[src/rtl/uart_rx_fifo_param.sv]
// uart_rx_fifo_param: 16x oversampled UART receiver with runtime parity/stop options feeding a status-tagged FWFT FIFO
module uart_rx_fifo_param #(
  parameter int DATA_WIDTH = 8,
  parameter int FIFO_DEPTH = 16,
  parameter int CNT_WIDTH  = $clog2(FIFO_DEPTH) + 1
) (
  input  logic                  clk,
  input  logic                  reset,
  input  logic                  serial_in,
  input  logic                  en_16_x_baud,
  input  logic [1:0]            parity_mode,
  input  logic                  two_stop,
  input  logic                  buffer_reset,
  input  logic                  buffer_read,
  output logic [DATA_WIDTH-1:0] data_out,
  output logic                  parity_err,
  output logic                  frame_err,
  output logic                  break_det,
  output logic                  buffer_data_present,
  output logic                  buffer_half_full,
  output logic                  buffer_full,
  output logic [CNT_WIDTH-1:0]  fill_level,
  output logic                  overrun
);
  localparam int AW = $clog2(FIFO_DEPTH);
  localparam int W  = DATA_WIDTH + 3;
  typedef enum logic [2:0] {IDLE, START, DATA, PARITY, STOP1, STOP2} state_t;
  state_t state, state_nx;
  logic s1, s2, rx;
  logic [3:0] cnt, cnt_nx, bit_cnt, bit_nx;
  logic [DATA_WIDTH-1:0] sh, sh_nx;
  logic [1:0] pm, pm_nx;
  logic ts, ts_nx, pe, pe_nx, fe, fe_nx, pz, pz_nx, brk, brk_nx;
  logic push, brk_now, fe_now;
  logic [W-1:0] push_word, head;
  logic [W-1:0] mem [FIFO_DEPTH];
  logic [AW-1:0] wr_ptr, rd_ptr;
  logic [CNT_WIDTH-1:0] count;
  logic empty, full, do_rd, do_wr;
  assign rx = s2;
  // two-flop synchroniser for the asynchronous line, idling high
  always_ff @(posedge clk or negedge reset)
    if (!reset) begin
      s1 <= 1'b1;
      s2 <= 1'b1;
    end else begin
      s1 <= serial_in;
      s2 <= s1;
    end
  // receive state register; buffer_reset abandons any frame in progress
  always_ff @(posedge clk or negedge reset)
    if (!reset) begin
      state <= IDLE;
      cnt <= '0;
      bit_cnt <= '0;
      sh <= '0;
      pm <= '0;
      ts <= 1'b0;
      pe <= 1'b0;
      fe <= 1'b0;
      pz <= 1'b1;
      brk <= 1'b0;
    end else if (buffer_reset) begin
      state <= IDLE;
      cnt <= '0;
      bit_cnt <= '0;
    end else begin
      state <= state_nx;
      cnt <= cnt_nx;
      bit_cnt <= bit_nx;
      sh <= sh_nx;
      pm <= pm_nx;
      ts <= ts_nx;
      pe <= pe_nx;
      fe <= fe_nx;
      pz <= pz_nx;
      brk <= brk_nx;
    end
  // stop-bit status as it stands on the final stop sample, used for the pushed entry
  always_comb begin
    brk_now = (state == STOP1) ? (sh == '0) && pz && !rx : brk;
    fe_now  = (state == STOP1) ? !rx : fe | !rx;
  end
  // next-state logic: everything advances only on a baud tick; samples fall at bit centres
  always_comb begin
    state_nx = state;
    cnt_nx = cnt;
    bit_nx = bit_cnt;
    sh_nx = sh;
    pm_nx = pm;
    ts_nx = ts;
    pe_nx = pe;
    fe_nx = fe;
    pz_nx = pz;
    brk_nx = brk;
    push = 1'b0;
    if (en_16_x_baud) begin
      cnt_nx = cnt + 4'd1;
      case (state)
        IDLE: begin
          cnt_nx = '0;
          if (!rx) begin
            state_nx = START;
            pm_nx = parity_mode;
            ts_nx = two_stop;
          end
        end
        START: if (cnt == 4'd7) begin
          cnt_nx = '0;
          bit_nx = '0;
          pe_nx = 1'b0;
          fe_nx = 1'b0;
          pz_nx = 1'b1;
          brk_nx = 1'b0;
          state_nx = rx ? IDLE : DATA;
        end
        DATA: if (cnt == 4'd15) begin
          sh_nx = {rx, sh[DATA_WIDTH-1:1]};
          bit_nx = bit_cnt + 4'd1;
          if (bit_cnt == 4'(DATA_WIDTH - 1)) state_nx = (pm[0] ^ pm[1]) ? PARITY : STOP1;
        end
        PARITY: if (cnt == 4'd15) begin
          pe_nx = ((^sh) ^ rx) != (pm == 2'b01);
          pz_nx = !rx;
          state_nx = STOP1;
        end
        STOP1: if (cnt == 4'd15) begin
          fe_nx = fe_now;
          brk_nx = brk_now;
          push = !ts;
          state_nx = ts ? STOP2 : IDLE;
        end
        STOP2: if (cnt == 4'd15) begin
          fe_nx = fe_now;
          push = 1'b1;
          state_nx = IDLE;
        end
        default: state_nx = IDLE;
      endcase
    end
  end
  assign push_word = {brk_now, fe_now, pe, sh_nx};
  assign empty = count == '0;
  assign full = count == CNT_WIDTH'(FIFO_DEPTH);
  assign do_rd = buffer_read && !empty && !buffer_reset;
  assign do_wr = push && (!full || do_rd) && !buffer_reset;
  // FIFO storage; the head is qualified by occupancy so unused entries need no reset
  always_ff @(posedge clk)
    if (do_wr) mem[wr_ptr] <= push_word;
  // FIFO pointers, occupancy and sticky overrun
  always_ff @(posedge clk or negedge reset)
    if (!reset) begin
      wr_ptr <= '0;
      rd_ptr <= '0;
      count <= '0;
      overrun <= 1'b0;
    end else if (buffer_reset) begin
      wr_ptr <= '0;
      rd_ptr <= '0;
      count <= '0;
      overrun <= 1'b0;
    end else begin
      wr_ptr <= do_wr ? wr_ptr + 1'b1 : wr_ptr;
      rd_ptr <= do_rd ? rd_ptr + 1'b1 : rd_ptr;
      count <= count + CNT_WIDTH'(do_wr) - CNT_WIDTH'(do_rd);
      overrun <= overrun | (push && !do_wr);
    end
  assign head = empty ? '0 : mem[rd_ptr];
  assign {break_det, frame_err, parity_err, data_out} = head;
  assign buffer_data_present = !empty;
  assign buffer_half_full = count >= CNT_WIDTH'(FIFO_DEPTH / 2);
  assign buffer_full = full;
  assign fill_level = count;
endmodule
[config.mk]
export PLATFORM = sky130hd
export DESIGN_NAME = uart_rx_fifo_param
export DESIGN_NICKNAME = d
export VERILOG_FILES = /design/src/rtl/uart_rx_fifo_param.sv
export SDC_FILE = /design/constraint.sdc
export NUM_CORES = 1
export LEC_CHECK = 0
export BUFFER_PORTS_ARGS = -buffer_cell sky130_fd_sc_hd__buf_2
export CORE_MARGIN = 3
export CORE_UTILIZATION = 45
export DETAILED_ROUTE_END_ITERATION = 16
export GPL_TIMING_DRIVEN = 0
export PLACE_DENSITY_LB_ADDON = 0.2
export SYNTH_ARGS = -nofsm -noshare
export SYNTH_HDL_FRONTEND = slang
export SYNTH_SLANG_ARGS = --single-unit
[constraint.sdc]
create_clock -name clk -period 3.2 [get_ports clk]
set_input_delay 0.96 -clock clk [delete_from_list [all_inputs] [get_ports clk]]
set_output_delay 0.96 -clock clk [all_outputs]
set_load 0.01 [all_outputs]
# After elaboration in Yosys (flattened, before gate mapping)
# Memory sizes are Yosys's and may differ from the RTL's.
# Cells that the tools add are included.
# totals
register_bits	42
mem_bits_rw	176
input_bits	9
out_inout_bits	20
elab_cells	134
n_memories	1
# memory_table
name	depth	word_bits	read_ports	rd_ports_with_merged_regs	wr	line	source
mem	16	11	1	0	1	36	logic [W-1:0] mem [FIFO_DEPTH];
# classes
add_sub_neg	6
order_cmp	1
n_eq_ne	22
mux	50
n_bitwise	6
n_reduce_logical	32
# op_table
cell	n
$mux 4	11
$mux 3	11
$mux 8	3
$ne 3x3->1 const B	6
$pmux 3 s6	1
$add 4x1->4 const B	4
$pmux 4 s2	2
$reduce_and 5->1	3
$mux 1	14
$reduce_bool 2->1	6
$mux 11	1
$pmux 1 s2	5
$eq 4x3->1 const B	2
$logic_not 8->1	1
$reduce_and 4->1	2
$reduce_and 8->1	1
$reduce_xor 8->1	1
$logic_and 1x1->1	7
$eq 3x2->1 const B	2
$eq 3x3->1 const B	2
$logic_not 1->1	6
$add 5x1->5	1
$eq 5x5->1 const B	1
$ge 5x4->1 const B	1
other kinds (18)	23

# Longest topological paths before layout
# logic_depth
depth_word	11
depth_mapped	15
depth_no_buf	14

# Worst setup path after synthesis
# OpenSTA, ideal clock, no wires.
# synth_path
kind	input-to-reg
start	input port buffer_reset
end	register count[4] (netlist: fill_level[4])
setup_time_ns	0.136
arrival_time_ns	3.172
t_required_ns	3.064
setup_slack_ns	-0.108
path_stages	13
path_buffers	1
cell_sequence	buf_6 nand2b_1 a2111oi_2 nand2_1 ha_1 inv_1 ha_1 inv_1 fa_1 nand2b_1 a21oi_1 or3_1 a21oi_1
# synth_between
elab_chain_cells	8
# synth_rtl
element	line	source
start: declaration	13	input logic buffer_reset,
$logic_not 1->1	145, 146	
$logic_and 1x1->1	145	assign do_rd = buffer_read && !empty && !buffer_reset;
$logic_or 1x1->1	146	assign do_wr = push && (!full || do_rd) && !buffer_reset;
$logic_and 1x1->1 (2 in series)	146	
$add 5x1->5	165	count <= count + CNT_WIDTH'(do_wr) - CNT_WIDTH'(do_rd);
$sub 5x1->5	165	
$mux 5 *	157	end else if (buffer_reset) begin
end signal: assignment	165	
end: declaration	38	logic [CNT_WIDTH-1:0] count;
# Every way passes the cells marked *; elsewhere a longest branch is shown, timed or not.
# A chain may end at the register's enable or synchronous reset.

# Final worst setup path
# layout_path
start	register rd_ptr[0]
end	output port frame_err
# layout_between
elab_chain_cells	2
# layout_rtl
element	line	source
start: declaration	37	logic [AW-1:0] wr_ptr, rd_ptr;
start signal: assignment	164	rd_ptr <= do_rd ? rd_ptr + 1'b1 : rd_ptr;
$mem_v2 16x11	n/a	
$mux 11	168	assign head = empty ? '0 : mem[rd_ptr];
end: declaration	17	output logic frame_err,
# Every way passes these cells.

==> flow_summary.rst <==
.. list-table::
   :header-rows: 1

   * - Metric
     - Value
   * - Most used cells in the layout excluding fill and tap cells
     - 176 x sky130_fd_sc_hd__edfxtp_1, 44 x sky130_fd_sc_hd__mux4_2, 38 x sky130_fd_sc_hd__dfrtp_1, 29 x sky130_fd_sc_hd__inv_1, 29 x sky130_fd_sc_hd__nand2_1
   * - Delay of the slowest cell on the worst path
     - 0.52 ns
   * - Largest area contributor in the netlist
     - sky130_fd_sc_hd__edfxtp_1
   * - Biggest fanout along the worst timing path
     - 9
   * - Top post-synthesis cells by area
     - sky130_fd_sc_hd__edfxtp_1 56%, sky130_fd_sc_hd__mux4_2 11%, sky130_fd_sc_hd__dfrtp_1 10%, sky130_fd_sc_hd__ha_1 2.7%, sky130_fd_sc_hd__mux2i_1 2.3%
   * - Total placed instance area
     - 9910 um^2
   * - Share of the core filled with cells
     - 54.5%
   * - Part of the power in the clock network
     - 33.6%
   * - Switching power
     - 2.04 mW
   * - Inst Count DP
     - 885
   * - Violations in the final reports
     - setup timing
   * - Kind of launch point of the worst setup path
     - flip-flop
   * - Min-Delay Path Class
     - reg2reg
   * - Y dimension of the die
     - 150 um
   * - Number of input and output port buffers inserted
     - 26
   * - Run status
     - finished, violations left
   * - Maximum buffer depth of the clock tree
     - 3
   * - Buffer cell driving the clock tree root
     - sky130_fd_sc_hd__clkbuf_16
   * - Die span in x
     - 150 um
   * - Fin crit period
     - 3.24 ns
   * - Worst clock skew on the final layout
     - 0.0157 ns
   * - Num rows
     - 52
   * - Total chip power
     - 7.52 mW
   * - Post-synth EDFFs
     - 176
   * - Number of H-tree branching levels
     - 1
   * - Number of nets still failing antenna checks after routing
     - 0
   * - Setup repair after global routing missed its margin
     - yes
   * - Number of clock sinks seen by CTS
     - 218
   * - FFs w/ async S/R, synth
     - 19.3%
   * - Synth unique cells
     - 51
   * - Detailed-placement wirelength estimate
     - 12600 um
   * - Internal
     - 5.49 mW
   * - Total power divided by cell area
     - 678 nW/um^2
   * - Leak
     - 3.48 nW
   * - Layout overhead on the synthesized area
     - 18.4%
   * - Iter 0 DRT Violations
     - 384
   * - Portion of the post-synthesis area used by sequential elements
     - 67.6%
   * - Reg2reg path depth
     - 15
   * - Antenna Diode Count
     - 0
   * - CTS buffer count
     - 24
   * - Clock latency of the later-clocked register in the worst-skew pair
     - 0.52 ns
   * - Share of post-route cells with drive strength above 1
     - 27.1%
   * - Achievable Freq
     - 308 MHz
   * - Worst-Margin Slew
     - 1.14 ns
   * - Worst-path cell chain
     - buf_12 > buf_12 > mux4_2 > mux2i_2 > o22ai_2 > buf_2
   * - Number of cells on the worst hold path
     - 0
   * - Crit path capture type
     - primary output
   * - Worst supply voltage drop on vdd
     - 0.000507 V
   * - Sw Ratio
     - 27.1%
   * - Period Utilization, post-route
     - 101%
   * - Critical path start-end classification
     - reg2out
   * - Gate Count Post-Synth
     - 582
   * - Number of maximum-capacitance violations
     - 0
   * - Combinational group share of total power
     - 23.3%
   * - Pre-CTS setup slack
     - -0.308 ns
   * - Arrival time at the worst endpoint
     - 2.28 ns
   * - Maximum number of pins on one net before global-route repair
     - 43
   * - Post-layout instance area
     - 11100 um^2
   * - TritonCTS clock tree
     - built
   * - Total via count in the routed design
     - 5289
   * - Cell repeated most along the worst path
     - sky130_fd_sc_hd__buf_12
   * - Die area
     - 22600 um^2
   * - Number of buffers and inverters on the critical path
     - 3
   * - Crit path required time
     - 2.24 ns
   * - Average cell area after synthesis
     - 16.1 um^2
   * - Final critical-path setup slack
     - -0.0418 ns
   * - Post-synth top area share
     - 56.4%
   * - Final max-slew violation count
     - 0
   * - Remaining Overflow, GRT
     - 0
   * - Wire length per cell after detailed routing
     - 21.0 um
   * - Number of nets at the end of the flow
     - 684
   * - Wire length of the first global-routing pass
     - 30500 um
   * - Routed vias/inst
     - 5.61
   * - Initial standard-cell utilization of the core
     - 46.0%
   * - Endpoints failing setup
     - 9
   * - Count of final hold-check violations
     - 0
   * - Antenna violations before repair
     - 0
   * - # IOs
     - 29
   * - Via count of the first global-routing pass
     - 5355
   * - Overall track demand over capacity in global routing
     - 17.9%
   * - Share of power burned in registers
     - 43.1%
   * - Combined area of all synthesized cells
     - 9370 um^2
   * - Reg clk slew, reported paths
     - 0.06 ns
   * - Predominant post-synthesis flop cell
     - sky130_fd_sc_hd__edfxtp_1
   * - Net count after synthesis
     - 612
   * - Most common library cell in the layout ignoring fill and taps
     - sky130_fd_sc_hd__edfxtp_1
   * - Number of cells on the critical path
     - 6
   * - Total of flip-flops plus latches after synthesis
     - 218
   * - Number of standard cells in the final layout excluding fillers
     - 942
   * - Cell family with the largest share of critical-path delay
     - multiplexers
   * - Count of warnings emitted by yosys
     - 0
   * - Placeable core region
     - 20400 um^2
   * - Max-slew headroom
     - 23.9%
   * - Aggregate routed wire length
     - 19700 um
   * - Drt drc
     - 0
   * - Highest-delay cell along the critical path
     - sky130_fd_sc_hd__mux4_2
   * - Final RePlAce weighted congestion
     - 0.831
   * - Drt pass-1 iters
     - 4
per-stage QoR:
step	setup TNS (ns)	hold WS, ns
2_1_floorplan	0	0.345
3_3_place_gp	-69.92	0.346
3_5_place_dp	-17.86	0.347
4_1_cts	-0.144	0.356
5_1_grt	-0.867	0.362
6_report	-0.112	0.354
cells in the mapped netlist, types with 4 or more instances:
cell	n
sky130_fd_sc_hd__mux2i_1	22
sky130_fd_sc_hd__a21oi_1	20
sky130_fd_sc_hd__mux4_2	44
sky130_fd_sc_hd__and2_1	15
sky130_fd_sc_hd__dfrtp_1	39
sky130_fd_sc_hd__nor2_1	17
sky130_fd_sc_hd__xnor2_1	7
sky130_fd_sc_hd__nand3_1	15
sky130_fd_sc_hd__buf_2	7
sky130_fd_sc_hd__nand2_1	31
sky130_fd_sc_hd__xor2_1	4
sky130_fd_sc_hd__nor2b_1	4
sky130_fd_sc_hd__nand2b_1	7
sky130_fd_sc_hd__edfxtp_1	176
sky130_fd_sc_hd__o22ai_1	13
sky130_fd_sc_hd__ha_1	20
sky130_fd_sc_hd__nor3b_1	5
sky130_fd_sc_hd__clkbuf_1	19
sky130_fd_sc_hd__a21o_1	4
sky130_fd_sc_hd__inv_1	31
sky130_fd_sc_hd__nor4_1	4
sky130_fd_sc_hd__nand3b_1	4
sky130_fd_sc_hd__o21ai_0	25
repair_timing:
item	CTS	global route
hold buffers	0	0
setup endpoints to repair	12	39
pin swaps	2	3
cloned	0	3
setup buffers	8	4
resized for setup	63	18
final cells by class:
type,count,area (um^2)
Clock inverter,15,109
Buffer,25,256
Clock buffer,29,619
Inverter,31,116
Tap cell,270,338
Timing Repair Buffer,48,355
Fill cell,1627,9270
Sequential cell,218,6340
Multi-Input combinational cell,306,2960
flip-flops by register name (all words and copies together) (netlist names), 2 cells and up:
register,cells
bit_cnt,4
cnt,4
fill_level,5
mem,176
pm,2
rd_ptr,4
sh,8
state,3
wr_ptr,4
power by group through the flow:
stage | Combinational [mW] | Sequential [mW] | Clock, mW
global route | 1.89 | 3.25 | 2.70
floorplan | 0.912 | 3.26 | 0
detailed placement | 1.32 | 3.29 | 0
global placement | 1.29 | 3.28 | 0
finish | 1.75 | 3.24 | 2.52
CTS | 1.59 | 3.23 | 2.58
path summary, 6_finish.rpt:
| kind | slack, ns | from | endpoint |
|---|---|---|---|
| max in group asynchronous | 1.94 | reset | rd_ptr[0] |
| min | 0.35 | s1 | rx |
| max | -0.04 | rd_ptr[0] | frame_err |
| min reg2reg | 0.35 | s1 | rx |
| max reg2reg | 0.15 | fill_level[3] | fill_level[4] |
| min in group asynchronous | 0.59 | reset | sh[6] |
logic make-up (layout without fill, tap and decap cells):
group | Yosys count | in the layout | synth area share (%)
simple gates | 122 | 122 | 7.03
buf+inv | 58 | 148 | 2.50
xor+xnor | 11 | 11 | 1.03
compound gates | 83 | 83 | 5.63
fa+ha+maj | 21 | 21 | 2.88
flops | 218 | 218 | 67.6
mux | 69 | 69 | 13.3
metal layers:
| layer | track usage, % | vias to the layer above | wire length [um] |
|---|---|---|---|
| met1 | 24.1 | 2728 | 8540 |
| met2 | 30.7 | 116 | 9920 |
| met4 | 4.39 | 0 | 437 |
| li1 | - | 2412 | - |
| met5 | 0 | - | 0 |
| met3 | 2.83 | 33 | 847 |
Power figures use the tool's default switching activity.
